<file path="src/rtl/key_search_sequencer_if.sv">
// Datapath-side bus between the key-search sequencer and the RAM controller / RC4 devices.
interface key_search_sequencer_if #(
    parameter int unsigned RAM_WIDTH   = 8,
    parameter int unsigned KEY_LENGTH  = 3,
    parameter int unsigned NUM_DEVICES = 3
) ();
    logic [5:0]                           mode;
    logic [KEY_LENGTH-1:0][RAM_WIDTH-1:0] key;
    logic [NUM_DEVICES-1:0]               finish_bus;
    logic                                 success;

    modport master (output mode, output key, input finish_bus, input success);
    modport slave  (input mode, input key, output finish_bus, output success);
endinterface

</file>
<file path="src/rtl/key_search_sequencer.sv">
// RC4 key-search scheduler: walks candidate keys through init -> shuffle -> decrypt until found or exhausted.
// Optional per-phase watchdog with a FAULT state is enabled by defining KEYSEQ_WATCHDOG_EN.
module key_search_sequencer #(
    parameter int unsigned                         RAM_WIDTH   = 8,
    parameter int unsigned                         KEY_LENGTH  = 3,
    parameter logic [RAM_WIDTH*KEY_LENGTH-1:0]     KEY_MAX     = 24'h3FFFFF,
    parameter int unsigned                         KEY_STEP    = 1,
    parameter int unsigned                         NUM_DEVICES = 3
`ifdef KEYSEQ_WATCHDOG_EN
    ,
    parameter int unsigned                         TIMEOUT_CYCLES = 4096
`endif
) (
    input  logic                               clk,
    input  logic                               reset,
    input  logic                               start,
    input  logic                               abort,
    input  logic [RAM_WIDTH*KEY_LENGTH-1:0]    key_base,
    key_search_sequencer_if.master             bus,
    output logic                               busy,
    output logic                               found,
    output logic                               exhausted,
    output logic [RAM_WIDTH*KEY_LENGTH-1:0]    attempts
`ifdef KEYSEQ_WATCHDOG_EN
    ,
    output logic                               fault
`endif
);

    localparam int unsigned KW  = RAM_WIDTH * KEY_LENGTH;
    localparam int unsigned KW1 = KW + 1;

    localparam logic [5:0] MODE_IDLE = 6'b000_000;
    localparam logic [5:0] MODE_INIT = 6'b001_000;
    localparam logic [5:0] MODE_SHUF = 6'b010_000;
    localparam logic [5:0] MODE_DECR = 6'b011_000;

    localparam logic [KW:0]   KEY_MAX_X = {1'b0, KEY_MAX};
    localparam logic [KW:0]   STEP_X    = KW1'(KEY_STEP);
    localparam logic [KW-1:0] STEP_K    = KW'(KEY_STEP);

    typedef enum logic [3:0] {
        S_IDLE,
        S_INIT,
        S_GAP1,
        S_SHUF,
        S_GAP2,
        S_DECR,
        S_CHECK,
        S_FOUND,
        S_EXHAUSTED
`ifdef KEYSEQ_WATCHDOG_EN
        ,
        S_FAULT
`endif
    } state_t;

    state_t          state;
    logic [5:0]      mode_r;
    logic [KW-1:0]   key_r;
    logic            success_q;
    logic            first_q;

    logic            fin_init;
    logic            fin_shuf;
    logic            fin_decr;
    logic            last_key;
    logic            can_start;

    assign bus.mode = mode_r;
    assign bus.key  = key_r;

    // A finish level is only trusted from the second cycle of a phase on.
    assign fin_init = bus.finish_bus[0] && !first_q;
    assign fin_shuf = bus.finish_bus[1] && !first_q;
    assign fin_decr = bus.finish_bus[2] && !first_q;

    // Widened by one bit so key+step cannot wrap past KEY_MAX.
    assign last_key = ({1'b0, key_r} + STEP_X) > KEY_MAX_X;

    always_comb begin
        can_start = (state == S_IDLE) || (state == S_FOUND) || (state == S_EXHAUSTED);
`ifdef KEYSEQ_WATCHDOG_EN
        if (state == S_FAULT) can_start = 1'b1;
`endif
    end

`ifdef KEYSEQ_WATCHDOG_EN
    localparam int unsigned PW = $clog2(TIMEOUT_CYCLES + 1);

    logic [PW-1:0] phase_cnt;
    logic          wd_trip;

    assign wd_trip = (phase_cnt == PW'(TIMEOUT_CYCLES - 1)) &&
                     (((state == S_INIT) && !fin_init) ||
                      ((state == S_SHUF) && !fin_shuf) ||
                      ((state == S_DECR) && !fin_decr));
`endif

    always_ff @(posedge clk) begin
        if (!reset) begin
            state     <= S_IDLE;
            mode_r    <= MODE_IDLE;
            key_r     <= '0;
            busy      <= 1'b0;
            found     <= 1'b0;
            exhausted <= 1'b0;
            attempts  <= '0;
            success_q <= 1'b0;
            first_q   <= 1'b0;
`ifdef KEYSEQ_WATCHDOG_EN
            phase_cnt <= '0;
            fault     <= 1'b0;
`endif
        end else begin
            first_q <= 1'b0;
`ifdef KEYSEQ_WATCHDOG_EN
            phase_cnt <= phase_cnt + PW'(1);
`endif
            if (can_start) begin
                // Abort only blocks a start while idle; terminal states ignore it.
                if (start && !(abort && (state == S_IDLE))) begin
                    key_r    <= key_base;
                    attempts <= '0;
                    found    <= 1'b0;
`ifdef KEYSEQ_WATCHDOG_EN
                    fault     <= 1'b0;
                    phase_cnt <= '0;
`endif
                    if (key_base > KEY_MAX) begin
                        exhausted <= 1'b1;
                        busy      <= 1'b0;
                        mode_r    <= MODE_IDLE;
                        state     <= S_EXHAUSTED;
                    end else begin
                        exhausted <= 1'b0;
                        busy      <= 1'b1;
                        mode_r    <= MODE_INIT;
                        first_q   <= 1'b1;
                        state     <= S_INIT;
                    end
                end
            end else if (abort) begin
                state  <= S_IDLE;
                mode_r <= MODE_IDLE;
                busy   <= 1'b0;
            end
`ifdef KEYSEQ_WATCHDOG_EN
            else if (wd_trip) begin
                state  <= S_FAULT;
                mode_r <= MODE_IDLE;
                busy   <= 1'b0;
                fault  <= 1'b1;
            end
`endif
            else begin
                case (state)
                    S_INIT: begin
                        if (fin_init) begin
                            mode_r <= MODE_IDLE;
                            state  <= S_GAP1;
                        end
                    end
                    S_GAP1: begin
                        mode_r  <= MODE_SHUF;
                        first_q <= 1'b1;
`ifdef KEYSEQ_WATCHDOG_EN
                        phase_cnt <= '0;
`endif
                        state   <= S_SHUF;
                    end
                    S_SHUF: begin
                        if (fin_shuf) begin
                            mode_r <= MODE_IDLE;
                            state  <= S_GAP2;
                        end
                    end
                    S_GAP2: begin
                        mode_r  <= MODE_DECR;
                        first_q <= 1'b1;
`ifdef KEYSEQ_WATCHDOG_EN
                        phase_cnt <= '0;
`endif
                        state   <= S_DECR;
                    end
                    S_DECR: begin
                        if (fin_decr) begin
                            success_q <= bus.success;
                            if (attempts != '1) attempts <= attempts + KW'(1);
                            mode_r    <= MODE_IDLE;
                            state     <= S_CHECK;
                        end
                    end
                    S_CHECK: begin
                        if (success_q) begin
                            found <= 1'b1;
                            busy  <= 1'b0;
                            state <= S_FOUND;
                        end else if (last_key) begin
                            exhausted <= 1'b1;
                            busy      <= 1'b0;
                            state     <= S_EXHAUSTED;
                        end else begin
                            key_r   <= key_r + STEP_K;
                            mode_r  <= MODE_INIT;
                            first_q <= 1'b1;
`ifdef KEYSEQ_WATCHDOG_EN
                            phase_cnt <= '0;
`endif
                            state   <= S_INIT;
                        end
                    end
                    default: ;
                endcase
            end
        end
    end

endmodule

</file>
<file path="src/flat_wrapper.sv">
// flat-port wrapper written by rule: the top's interface ports become plain ports
module key_search_sequencer_flat 
#(
    parameter int unsigned                         RAM_WIDTH   = 8,
    parameter int unsigned                         KEY_LENGTH  = 3,
    parameter logic [RAM_WIDTH*KEY_LENGTH-1:0]     KEY_MAX     = 24'h3FFFFF,
    parameter int unsigned                         KEY_STEP    = 1,
    parameter int unsigned                         NUM_DEVICES = 3

)
  (clk, reset, start, abort, key_base, busy, found, exhausted, attempts, bus_mode, bus_key, bus_finish_bus, bus_success);
  key_search_sequencer_if #(.RAM_WIDTH(RAM_WIDTH), .KEY_LENGTH(KEY_LENGTH), .NUM_DEVICES(NUM_DEVICES)) bus_i ();
  input  logic clk;
  input  logic reset;
  input  logic start;
  input  logic abort;
  input  logic [RAM_WIDTH*KEY_LENGTH-1:0] key_base;
  output logic busy;
  output logic found;
  output logic exhausted;
  output logic [RAM_WIDTH*KEY_LENGTH-1:0] attempts;
  output wire logic [$bits(bus_i.mode)-1:0] bus_mode;
  output wire logic [$bits(bus_i.key)-1:0] bus_key;
  input wire logic [$bits(bus_i.finish_bus)-1:0] bus_finish_bus;
  input wire logic [$bits(bus_i.success)-1:0] bus_success;
  assign bus_mode = bus_i.mode;
  assign bus_key = bus_i.key;
  assign bus_i.finish_bus = bus_finish_bus;
  assign bus_i.success = bus_success;
  key_search_sequencer #(.RAM_WIDTH(RAM_WIDTH), .KEY_LENGTH(KEY_LENGTH), .KEY_MAX(KEY_MAX), .KEY_STEP(KEY_STEP), .NUM_DEVICES(NUM_DEVICES)) u_core (.clk(clk), .reset(reset), .start(start), .abort(abort), .key_base(key_base), .bus(bus_i), .busy(busy), .found(found), .exhausted(exhausted), .attempts(attempts));
endmodule
</file>
<file path="config.mk">
export PLATFORM = sky130hd
export DESIGN_NAME = key_search_sequencer_flat
export DESIGN_NICKNAME = d
export VERILOG_FILES = /design/src/rtl/key_search_sequencer_if.sv /design/src/rtl/key_search_sequencer.sv /design/src/flat_wrapper.sv
export SDC_FILE = /design/constraint.sdc
export NUM_CORES = 1
export LEC_CHECK = 0
export ABC_AREA = 1
export BUFFER_PORTS_ARGS = -buffer_cell sky130_fd_sc_hd__buf_2
export CAP_MARGIN = 10
export CORE_MARGIN = 4
export CORE_UTILIZATION = 50
export DETAILED_ROUTE_END_ITERATION = 8
export PLACE_DENSITY = 0.77
export SYNTH_ARGS = -nofsm -noshare
export SYNTH_HDL_FRONTEND = slang
export SYNTH_SLANG_ARGS = --single-unit
</file>
<file path="constraint.sdc">
create_clock -name clk -period 2.8 [get_ports clk]
set_input_delay 0.56 -clock clk [delete_from_list [all_inputs] [get_ports clk]]
set_output_delay 0.56 -clock clk [all_outputs]
set_load 0.01 [all_outputs]
</file>
==> summary.txt, run 1 <==
Outcome
  – Status: complete, no violations

Detailed routing
  – Final WL: 11.1 mm
  – DRC Markers: 0
  – DRT antenna net count: 0
  – DRC marker count from the first detailed-route iteration: 239
  – Vias post-DR: 4483
  – Drt first pass iters: 6
  – Wire per inst: 13.0 um
  – Vias per inst: 5.29

Clock network
  – Worst skew pair latency: roughly 360 ps
  – Clock Tree Root: clkbuf_8
  – Total CTS buffers: 9
  – Clock Path Buffers: 2
  – CTS clk-pin slew, worst paths: 80 ps
  – H-tree depth: 3
  – CTS tree: done
  – # clock sinks: around 60
  – Hold-fix buffer count after cts: 0

Min path
  – HP Class: register to register

STA
  – Fmax: 403 MHz
  – Final setup vio count: 0
  – Fin. Hold Viols: 0
  – Final setup TNS: 0 ps
  – Final min period: 2480 ps
  – Worst hold slack: between 400 and 500 ps
  – RSZ-0062 raised after global routing: false
  – Max Clock Skew: 12.7 ps
  – Fin. max-slew vios: 0
  – Final period utilization: 88.7%

Floorplan
  – Die ar.: about 9400 um^2
  – Die width: 97.0 um
  – I/O pins: 89
  – Die Y: 97.0 um
  – Std cell rows: 32
  – Core region area: around 7700 um^2
  – Initial Util: 51.2%

GRT
  – Largest net degree at the start of global routing: 33
  – Vias in the first global route: 4185
  – Initial antenna violation count: 0
  – GRT Total Usage: 23.7%
  – First-pass GRT wire length: between 15 and 20 mm
  – GRT overflow: 0

Worst setup path
  – RR Startpoint: u_core.bus.key[2]$_SDFFE_PN0P_
  – CP endpoint: u_core.bus.key[18]$_SDFFE_PN0P_
  – Critical Path Most Common Cell: nand2_1
  – R2R Path End: u_core.bus.key[18]$_SDFFE_PN0P_
  – Critical path required time: 3090 ps
  – Worst setup SP type: register
  – Worst reg2reg setup slack: 320 ps
  – Critical Path AT: ~2800 ps
  – CP cell instances: nand3_1, nor2_1, nand3_1, nand2_1, nand2_1, nor2_1, nand2_1, nor2_1, nand3_1, nand2_1, nand3_2, nand3_4, buf_12, nand2_1, a21oi_2
  – Crit. path cell count: 15
  – Buf/Inv on CP: 1
  – CP Capture Type: register
  – CP max stage cell: dfxtp_1
  – Crit-path max cell delay: approximately 480 ps
  – Crit path max-delay family: simple AND/OR/NAND/NOR gates
  – Reg2reg path depth: 15
  – CP Class: register to register
  – Critical path peak fanout: 24
  – Critical Path Start: u_core.bus.key[2]$_SDFFE_PN0P_

Job
  – Max-cap violations: 0

Layout
  – Area Growth Syn to Fin: 18.0%
  – Share of cells above drive strength 1: approximately a fifth
  – Layout Nets: 775
  – Commonest non-fill, non-tap cell in the layout: nand2_1
  – FILL cells: roughly 730
  – Design area: 4670 um^2
  – Commonest cells after routing, fill and taps aside: nand2_1, buf_2, inv_1, nor2_1, dfxtp_1
  – Diodes inserted: 0

Yosys
  – Avg Synthesized Cell Area: 6.05 um^2
  – Gate Count Post-Synth: 654
  – Predominant post-synthesis flop cell: dfxtp_1
  – Synth warn: 0
  – Synth Register Bits: 59
  – Asr flop ratio synth: 0%
  – Post-Syn Area: 3960 um^2
  – Yosys cell types: 38
  – EDFF count, synth: 0
  – Register area share after synthesis: between 20% and 30%

Pwr
  – Lkg Pwr: 2.09 nW
  – Pwr/cell area: 1030 nW/um^2
  – Peak VDD IR: ~0.55 mV

Placed design
  – RePlAce Congestion: 0.901
  – Port bufs: 84
  – Post-DP HPWL: 8.47 mm
  – Area after DPL: 4460 um^2
==> cell families after synthesis <==
| group | after synthesis | share of synthesized area [%] |
|---|---|---|
| flip-flops | 59 | 29.8 |
| other | 1 | 0.0947 |
| AND/OR/NAND/NOR | 369 | 41.5 |
| AO/OA/AOI/OAI | 119 | 16.4 |
| buffers and inverters | 102 | 11.0 |
| adder cells (fa/ha/maj) | 3 | 0.948 |
| XOR/XNOR | 1 | 0.221 |
==> cells in the mapped netlist, types with 3 or more instances <==
master / instances / area [um^2]
nand3_1: 41 / 205
dfxtp_1: 59 / 1180
nor2_2: 7 / 43.8
a21oi_2: 6 / 52.6
nor2_1: 69 / 259
nand2_1: 196 / 736
nand4_1: 13 / 81.3
clkbuf_1: 9 / 33.8
nor4_1: 3 / 18.8
nor3_1: 10 / 50.1
nand2_2: 11 / 68.8
o21ai_0: 47 / 235
nor2_4: 5 / 56.3
inv_1: 77 / 289
a21oi_1: 55 / 275
a211oi_1: 3 / 22.5
nand3_2: 5 / 50.1
buf_4: 6 / 45.0
ha_1: 3 / 37.5
inv_2: 4 / 15.0
==> worst register-to-register path: cells and delay by family, from the launching register on <==
family	cells	cell delay (ps)
flip-flops	1	480
buffers and inverters	1	180
AND/OR/NAND/NOR	13	1600
AO/OA/AOI/OAI	1	150
==> worst min-delay path by stage <==
stage / endpoint / from / cells past startpoint
final: u_core.busy$_SDFFE_PN0P_ / u_core.busy$_SDFFE_PN0P_ / 2
after floorplan: u_core.attempts[12]$_SDFFE_PN0P_ / u_core.attempts[12]$_SDFFE_PN0P_ / 2
after global placement: u_core.attempts[12]$_SDFFE_PN0P_ / u_core.attempts[12]$_SDFFE_PN0P_ / 2
after global routing: u_core.attempts[12]$_SDFFE_PN0P_ / u_core.attempts[12]$_SDFFE_PN0P_ / 2
after detailed placement: u_core.busy$_SDFFE_PN0P_ / u_core.busy$_SDFFE_PN0P_ / 2
after CTS: u_core.attempts[12]$_SDFFE_PN0P_ / u_core.attempts[12]$_SDFFE_PN0P_ / 2
==> repair_timing <==
action,CTS,global route
gates resized for setup,0,4
endpoints found under the setup margin,0,24
setup buffers,0,0
==> cell type report <==
class                      count  area [um^2]  area share, %
multi-input combinational    496         2350           50.4
sequential                    59         1180           25.3
timing repair buffer          90          478           10.2
inverter                      84          320           6.85
tap                          102          128           2.73
clock buffer                   9          124           2.65
clock inverter                 7         85.1           1.82
==> registers in the layout (all words and copies together) (netlist names) <==
name / count
u_core.first_q: 1
u_core.bus.mode: 2
u_core.state: 4
u_core.attempts: 24
u_core.found: 1
u_core.bus.key: 24
u_core.exhausted: 1
u_core.success_q: 1
u_core.busy: 1
==> layer usage <==
metal	vias up	wire length (um)	global-route usage, %
met5	-	0	0
met4	0	232	8.96
met3	22	921	5.84
met2	183	5210	39.2
met1	1995	4690	29.6
li1	2283	-	-
==> metrics by stage <==
| stage | worst slack [ps] | total power, mW | utilization (%) | std cells |
|---|---|---|---|---|
| final | 316 | 4.81 | 60.5 | 847 |
| after detailed placement | 172 | 3.95 | 57.7 | 831 |
| after CTS | 160 | 4.80 | 60.4 | 847 |
| after global routing | 18.5 | 5.25 | 60.5 | 847 |
| after floorplan | 506 | 3.28 | - | 657 |
| after global placement | 348 | 3.89 | 57.7 | 831 |
==> power by group <==
group,internal (mW),switching [mW]
Combinational,0.909,1.74
Sequential,1.04,0.270
Clock,0.428,0.417
Total,2.38,2.43
(Power assumes the default switching activity.)
==> run 2, diff against run 1 <==
--- a/config.mk
+++ b/config.mk
@@ -11,6 +11,7 @@
 export CORE_MARGIN = 4
 export CORE_UTILIZATION = 50
 export DETAILED_ROUTE_END_ITERATION = 8
+export GPL_TIMING_DRIVEN = 0
 export PLACE_DENSITY = 0.77
 export SYNTH_ARGS = -nofsm -noshare
 export SYNTH_HDL_FRONTEND = slang
==> summary.txt, run 2 (synthesis results as in run 1) <==
Placed design
  – RePlAce Congestion: 0.945 (+4.9%)
  – Area after DPL: 4520 um^2 (+1.3%)
  – Post-Place Cells: 843 (+1.4%)
  – Port bufs: 84 (unchanged)
  – Post-DP HPWL: 8.81 mm (+4.0%)
  – Worst slack, placed: 88.1 ps (-84.2 ps)

STA
  – Final period utilization: 92.5% (+3.8 points)
  – Final setup vio count: 0 (unchanged)
  – Slew HR: 60.0%
  – Final min period: 2590 ps (+107 ps)
  – RSZ-0062 raised after global routing: false
  – Max Clock Skew: 13.3 ps (+0.525 ps)
  – Worst slew pin tran: around 600 ps
  – Final setup TNS: 0 ps (unchanged)
  – Worst hold slack: 474 ps (+5.62 ps)
  – Fin. max-slew vios: 0 (unchanged)
  – Fmax: 386 MHz (-4.1%)
  – Final worst slack: 209 ps (-107 ps)
  – Fin. Hold Viols: 0 (unchanged)

Clock network
  – Clock Path Buffers: 2 (unchanged)
  – Total CTS buffers: 9 (unchanged)
  – Hold-fix buffer count after cts: 0 (unchanged)
  – CTS clk-pin slew, worst paths: 80 ps (about the same)
  – H-tree depth: 3 (unchanged)
  – Worst skew pair latency: 350 ps (about the same)
  – Clock Tree Root: clkbuf_8
  – # clock sinks: 59 (unchanged)
  – CTS tree: done

Detailed routing
  – Final WL: 11.7 mm (+5.5%)
  – Vias post-DR: 4576 (+2.1%)
  – DRC Markers: 0 (unchanged)
  – DRC marker count from the first detailed-route iteration: 251 (+5.0%)
  – DRT antenna net count: 0 (unchanged)
  – Vias per inst: 5.32 (+0.53%)
  – Drt first pass iters: 5 (-1)
  – Wire per inst: 13.6 um (+3.9%)

Worst setup path
  – Critical path required time: 3030 ps (-60 ps)
  – Worst setup SP type: register
  – Critical Path AT: 2820 ps (+50 ps)
  – CP max stage cell: dfxtp_4
  – Critical path peak fanout: 10 (-58%)
  – CP cell instances: ha_2, nand2_1, nor2_4, nand2_2, nor2_4, nand3_2, nand2_1, and2_1, nand2_1, nor2_2, nand2_2, nand3_2, nand3_4, inv_4, buf_4, a21oi_1
  – CP Capture Type: register
  – Crit-path max cell delay: 390 ps (-90 ps)
  – Worst reg2reg setup slack: 210 ps (-110 ps)
  – CP Class: register to register
  – Critical Path Most Common Cell: nand2_1

Floorplan
  – Die ar.: 9410 um^2 (unchanged)
  – Core region area: 7730 um^2 (unchanged)
  – I/O pins: 89 (unchanged)
  – Initial Util: 51.2% (unchanged)
  – Std cell rows: 32 (unchanged)
  – Die Y: 97.0 um (unchanged)
  – Die width: 97.0 um (unchanged)

Pwr
  – Lkg Pwr: 2.14 nW (+2.2%)
  – Total power: 5.08 mW (+5.6%)
  – Peak VDD IR: 0.561 mV (+2.0%)
  – Pwr/cell area: 1060 nW/um^2 (+3.2%)

Layout
  – Area Growth Syn to Fin: 20.8%
  – Share of cells above drive strength 1: 20.7% (+0.31 points)
  – Commonest non-fill, non-tap cell in the layout: nand2_1
  – Commonest cells after routing, fill and taps aside: nand2_1, buf_2, inv_1, nor2_1, dfxtp_1
  – Core Util, Final: 61.9% (+1.4 points)
  – Non-filler cells, final: 860 (+1.5%)
  – FILL cells: 763 (+4.7%)
  – Design area: 4780 um^2 (+2.3%)
  – Diodes inserted: 0 (unchanged)
  – Layout Nets: 788 (+1.7%)

GRT
  – Initial antenna violation count: 0 (unchanged)
  – GRT Total Usage: 24.9% (+1.2 points)
  – GRT overflow: 0 (unchanged)
  – Largest net degree at the start of global routing: 13 (-61%)
  – First-pass GRT wire length: 19.6 mm (+4.4%)
  – Vias in the first global route: 4279 (+2.2%)

Outcome
  – Status: complete, no violations

Job
  – Max-cap violations: 0 (unchanged)

Min path
  – HP Class: register to register
==> run 2: changes by cell type in the layout (fill, tap and decap cells not counted), sizes merged <==
cell,delta
clkbuf,+9
buf,+4
bufinv,+2
inv,-2
clkinv,-1
clkinvlp,+1
==> run 2: timing repair <==
item                                    4_1_cts  5_1_grt
gates resized for setup                       0        5
endpoints found under the setup margin        0       26
setup buffers                                 0        1
==> run 2: worst max-delay path: cells and delay by family (launching register included) <==
| family | cells | cell delay [ps] |
|---|---|---|
| buffers and inverters | 2 | 310 |
| DFF | 1 | 390 |
| AOI/OAI and AO/OA | 1 | 80 |
| adders and majority gates | 1 | 200 |
| and+or+nand+nor | 12 | 1480 |
==> run 2: worst paths after layout <==
path                                       to  cells after the start                              from
max reg2reg   u_core.bus.key[12]$_SDFFE_PN0P_                     16    u_core.bus.key[0]$_SDFFE_PN0P_
min reg2reg  u_core.attempts[12]$_SDFFE_PN0P_                      2  u_core.attempts[12]$_SDFFE_PN0P_
max           u_core.bus.key[12]$_SDFFE_PN0P_                     16    u_core.bus.key[0]$_SDFFE_PN0P_
min          u_core.attempts[12]$_SDFFE_PN0P_                      2  u_core.attempts[12]$_SDFFE_PN0P_
==> run 2: cell type report <==
type	count	area, um^2	share of cell area, %
multi-input cells	496	2360	49.3
flip-flops and latches	59	1190	24.8
repair buffers	85	428	8.95
inverters	84	318	6.65
well taps	102	128	2.67
clock buffers	9	124	2.59
clock inverters	7	124	2.59
plain buffers	18	116	2.43
==> run 2: power breakdown <==
group	leakage (nW)	internal [mW]	switching, mW	total (mW)
combinational	1.54	0.950	1.83	2.78
clock	0.120	0.597	0.388	0.986
sequential	0.482	1.05	0.262	1.31
==> run 2: per-layer routing <==
metal	part of all wire (%)	track usage, %	up-vias	wire [um]
met5	0	0	-	0
met1	44	31.4	2065	5080
met4	2.1	8.86	0	240
met2	48	42.0	173	5570
met3	6.5	4.97	21	762
li1	-	-	2317	-
==> run 3, diff against run 2 <==
--- a/config.mk
+++ b/config.mk
@@ -9,10 +9,10 @@
 export BUFFER_PORTS_ARGS = -buffer_cell sky130_fd_sc_hd__buf_2
 export CAP_MARGIN = 10
 export CORE_MARGIN = 4
-export CORE_UTILIZATION = 50
+export CORE_UTILIZATION = 55
 export DETAILED_ROUTE_END_ITERATION = 8
 export GPL_TIMING_DRIVEN = 0
-export PLACE_DENSITY = 0.77
+export PLACE_DENSITY = 0.83
 export SYNTH_ARGS = -nofsm -noshare
 export SYNTH_HDL_FRONTEND = slang
 export SYNTH_SLANG_ARGS = --single-unit
==> summary.txt, run 3 (synthesis results as in run 1) <==
Clock network
  – CTS tree: done
  – Clock Path Buffers: 2 (unchanged)
  – # clock sinks: 59 (unchanged)
  – CTS clk-pin slew, worst paths: 80 ps (about the same)
  – Total CTS buffers: 9 (unchanged)
  – Clock Tree Root: clkbuf_8
  – Worst skew pair latency: 350 ps (about the same)
  – H-tree depth: 3 (unchanged)

Detailed routing
  – Vias per inst: 5.29 (-0.55%)
  – DRC marker count from the first detailed-route iteration: 283 (+13%)
  – Final WL: 11.5 mm (-1.0%)
  – Drt first pass iters: 5 (unchanged)
  – Vias post-DR: 4514 (-1.4%)
  – Wire per inst: 13.5 um (-0.18%)
  – DRT antenna net count: 0 (unchanged)
  – DRC Markers: 0 (unchanged)

Pwr
  – Comb pwr share: 57.9% (+3.1 points)
  – Internal power: 2.32 mW (-11%)
  – Psw: 2.48 mW (-0.26%)
  – Reg power frac: 27.2% (+1.4 points)
  – Lkg Pwr: 2.09 nW (-2.2%)
  – Pwr/cell area: 1020 nW/um^2 (-3.9%)
  – Clock power share: 14.9% (-4.5 points)
  – Peak VDD IR: 0.722 mV (+29%)
  – Sw Share: 51.6% (+2.7 points)

STA
  – Max Clock Skew: 12.8 ps (-0.487 ps)
  – Worst hold slack: 462 ps (-12.6 ps)
  – Final min period: 2570 ps (-17.7 ps)
  – Fin. max-slew vios: 0 (unchanged)
  – Worst slew pin tran: 628 ps (+28.4 ps)
  – Final setup TNS: 0 ps (unchanged)
  – Final period utilization: 91.9% (-0.63 points)
  – Fin. Hold Viols: 0 (unchanged)
  – Final worst slack: 227 ps (+17.7 ps)
  – RSZ-0062 raised after global routing: false
  – Fmax: 389 MHz (+0.69%)
  – Slew HR: 58.1% (-1.9 points)
  – Final setup vio count: 0 (unchanged)

GRT
  – First-pass GRT wire length: 19.3 mm (-1.9%)
  – Vias in the first global route: 4167 (-2.6%)
  – GRT Total Usage: 27.6% (+2.7 points)
  – GRT overflow: 0 (unchanged)
  – Initial antenna violation count: 0 (unchanged)
  – Largest net degree at the start of global routing: 13 (unchanged)

Worst setup path
  – Worst reg2reg setup slack: 230 ps (+20 ps)
  – Critical Path AT: 2800 ps (-20 ps)
  – Critical path required time: 3030 ps (about the same)
  – RR Startpoint: u_core.bus.key[1]$_SDFFE_PN0P_
  – Critical path peak fanout: 10 (unchanged)
  – Reg2reg path depth: 16 (unchanged)
  – R2R Path End: u_core.bus.key[21]$_SDFFE_PN0P_
  – Worst setup SP type: register
  – CP endpoint: u_core.bus.key[21]$_SDFFE_PN0P_
  – CP Capture Type: register
  – CP Class: register to register
  – Critical Path Start: u_core.bus.key[1]$_SDFFE_PN0P_

Layout
  – Design area: 4700 um^2 (-1.7%)
  – Commonest cells after routing, fill and taps aside: nand2_1, buf_2, inv_1, nor2_1, dfxtp_1
  – Flip-flop and latch area: 1190 um^2 (unchanged)
  – Layout Nets: 787 (-0.13%)
  – Area Growth Syn to Fin: 18.7%
  – Area of the multi-input gates: 2360 um^2 (+0.21%)
  – Share of cells above drive strength 1: 20.7% (+0.027 points)
  – Diodes inserted: 0 (unchanged)
  – Commonest non-fill, non-tap cell in the layout: nand2_1
  – FILL cells: 683 (-10%)

Min path
  – HP Class: register to register
  – Hold Path Stages: 2 (unchanged)

Placed design
  – Area after DPL: 4510 um^2 (-0.17%)
  – Port bufs: 84 (unchanged)
  – Post-DP HPWL: 8.91 mm (+1.2%)
  – RePlAce Congestion: 0.978 (+3.5%)
  – Worst slack, placed: 83.3 ps (-4.89 ps)

Job
  – Max-cap violations: 0 (unchanged)

Floorplan
  – Die Y: 92.8 um (-4.3%)
  – Die ar.: 8620 um^2 (-8.4%)
  – Initial Util: 57.3% (+6.1 points)
  – Core region area: 6910 um^2 (-11%)
  – Std cell rows: 30 (-6.3%)
  – I/O pins: 89 (unchanged)
  – Die width: 92.8 um (-4.3%)

Outcome
  – Status: complete, no violations
[run 3: metrics by stage]
stage	cells	power, mW	util (%)
floorplan	657	3.28	-
global placement	837	4.01	65.3
detailed placement	837	4.06	65.3
CTS	853	4.78	67.9
global route	853	5.24	68.0
finish	853	4.80	68.0
[run 3: worst min-delay path by stage]
| stage | startpoint | slack (ps) | to |
|---|---|---|---|
| after floorplan | u_core.attempts[12]$_SDFFE_PN0P_ | 480 | u_core.attempts[12]$_SDFFE_PN0P_ |
| after global placement | u_core.attempts[12]$_SDFFE_PN0P_ | 440 | u_core.attempts[12]$_SDFFE_PN0P_ |
| after detailed placement | u_core.bus.mode[4]$_SDFFE_PN0P_ | 460 | u_core.bus.mode[4]$_SDFFE_PN0P_ |
| after CTS | u_core.bus.mode[4]$_SDFFE_PN0P_ | 470 | u_core.bus.mode[4]$_SDFFE_PN0P_ |
| after global routing | u_core.busy$_SDFFE_PN0P_ | 490 | u_core.busy$_SDFFE_PN0P_ |
| final | u_core.bus.mode[4]$_SDFFE_PN0P_ | 460 | u_core.bus.mode[4]$_SDFFE_PN0P_ |
[run 3: area by class of cell]
class | count | area share [%]
multi-input combinational | 496 | 50.3
inverter | 84 | 6.76
sequential | 59 | 25.2
clock buffer | 9 | 2.64
clock inverter | 7 | 1.12
tap | 96 | 2.56
timing repair buffer | 84 | 8.95
buffer | 18 | 2.48
[run 3: metal layers]
metal | global-route usage, % | wire, um
met2 | 46.3 | 5530
met5 | 0 | 0
met3 | 5.36 | 883
met1 | 35.4 | 4930
met4 | 8.91 | 186
[run 3: worst max-delay path, cell delays in order, from the launching register on]
cell	delay, ps
dfxtp_2	390
ha_2	220
nand2_1	90
nor2_4	150
nand2_2	130
nor2_4	180
nand3_2	90
nand2_1	110
and2_1	130
nand2_1	60
nor2_2	140
nand2_2	100
nand3_2	100
nand3_4	150
inv_4	130
buf_4	200
a21oi_1	80
[run 3: what timing repair did]
item / CTS / global route
hold buffers: 0 / 0
setup endpoints to repair: 0 / 27
gates resized for setup: 0 / 6
setup buffers: 0 / 0
[run 3: power groups by stage]
stage | Combinational (mW) | Clock [mW] | Sequential, mW
after global routing | 3.14 | 0.767 | 1.33
after global placement | 2.71 | 0 | 1.30
final | 2.78 | 0.716 | 1.31
after floorplan | 1.96 | 0 | 1.32
after CTS | 2.77 | 0.722 | 1.29
after detailed placement | 2.75 | 0 | 1.31
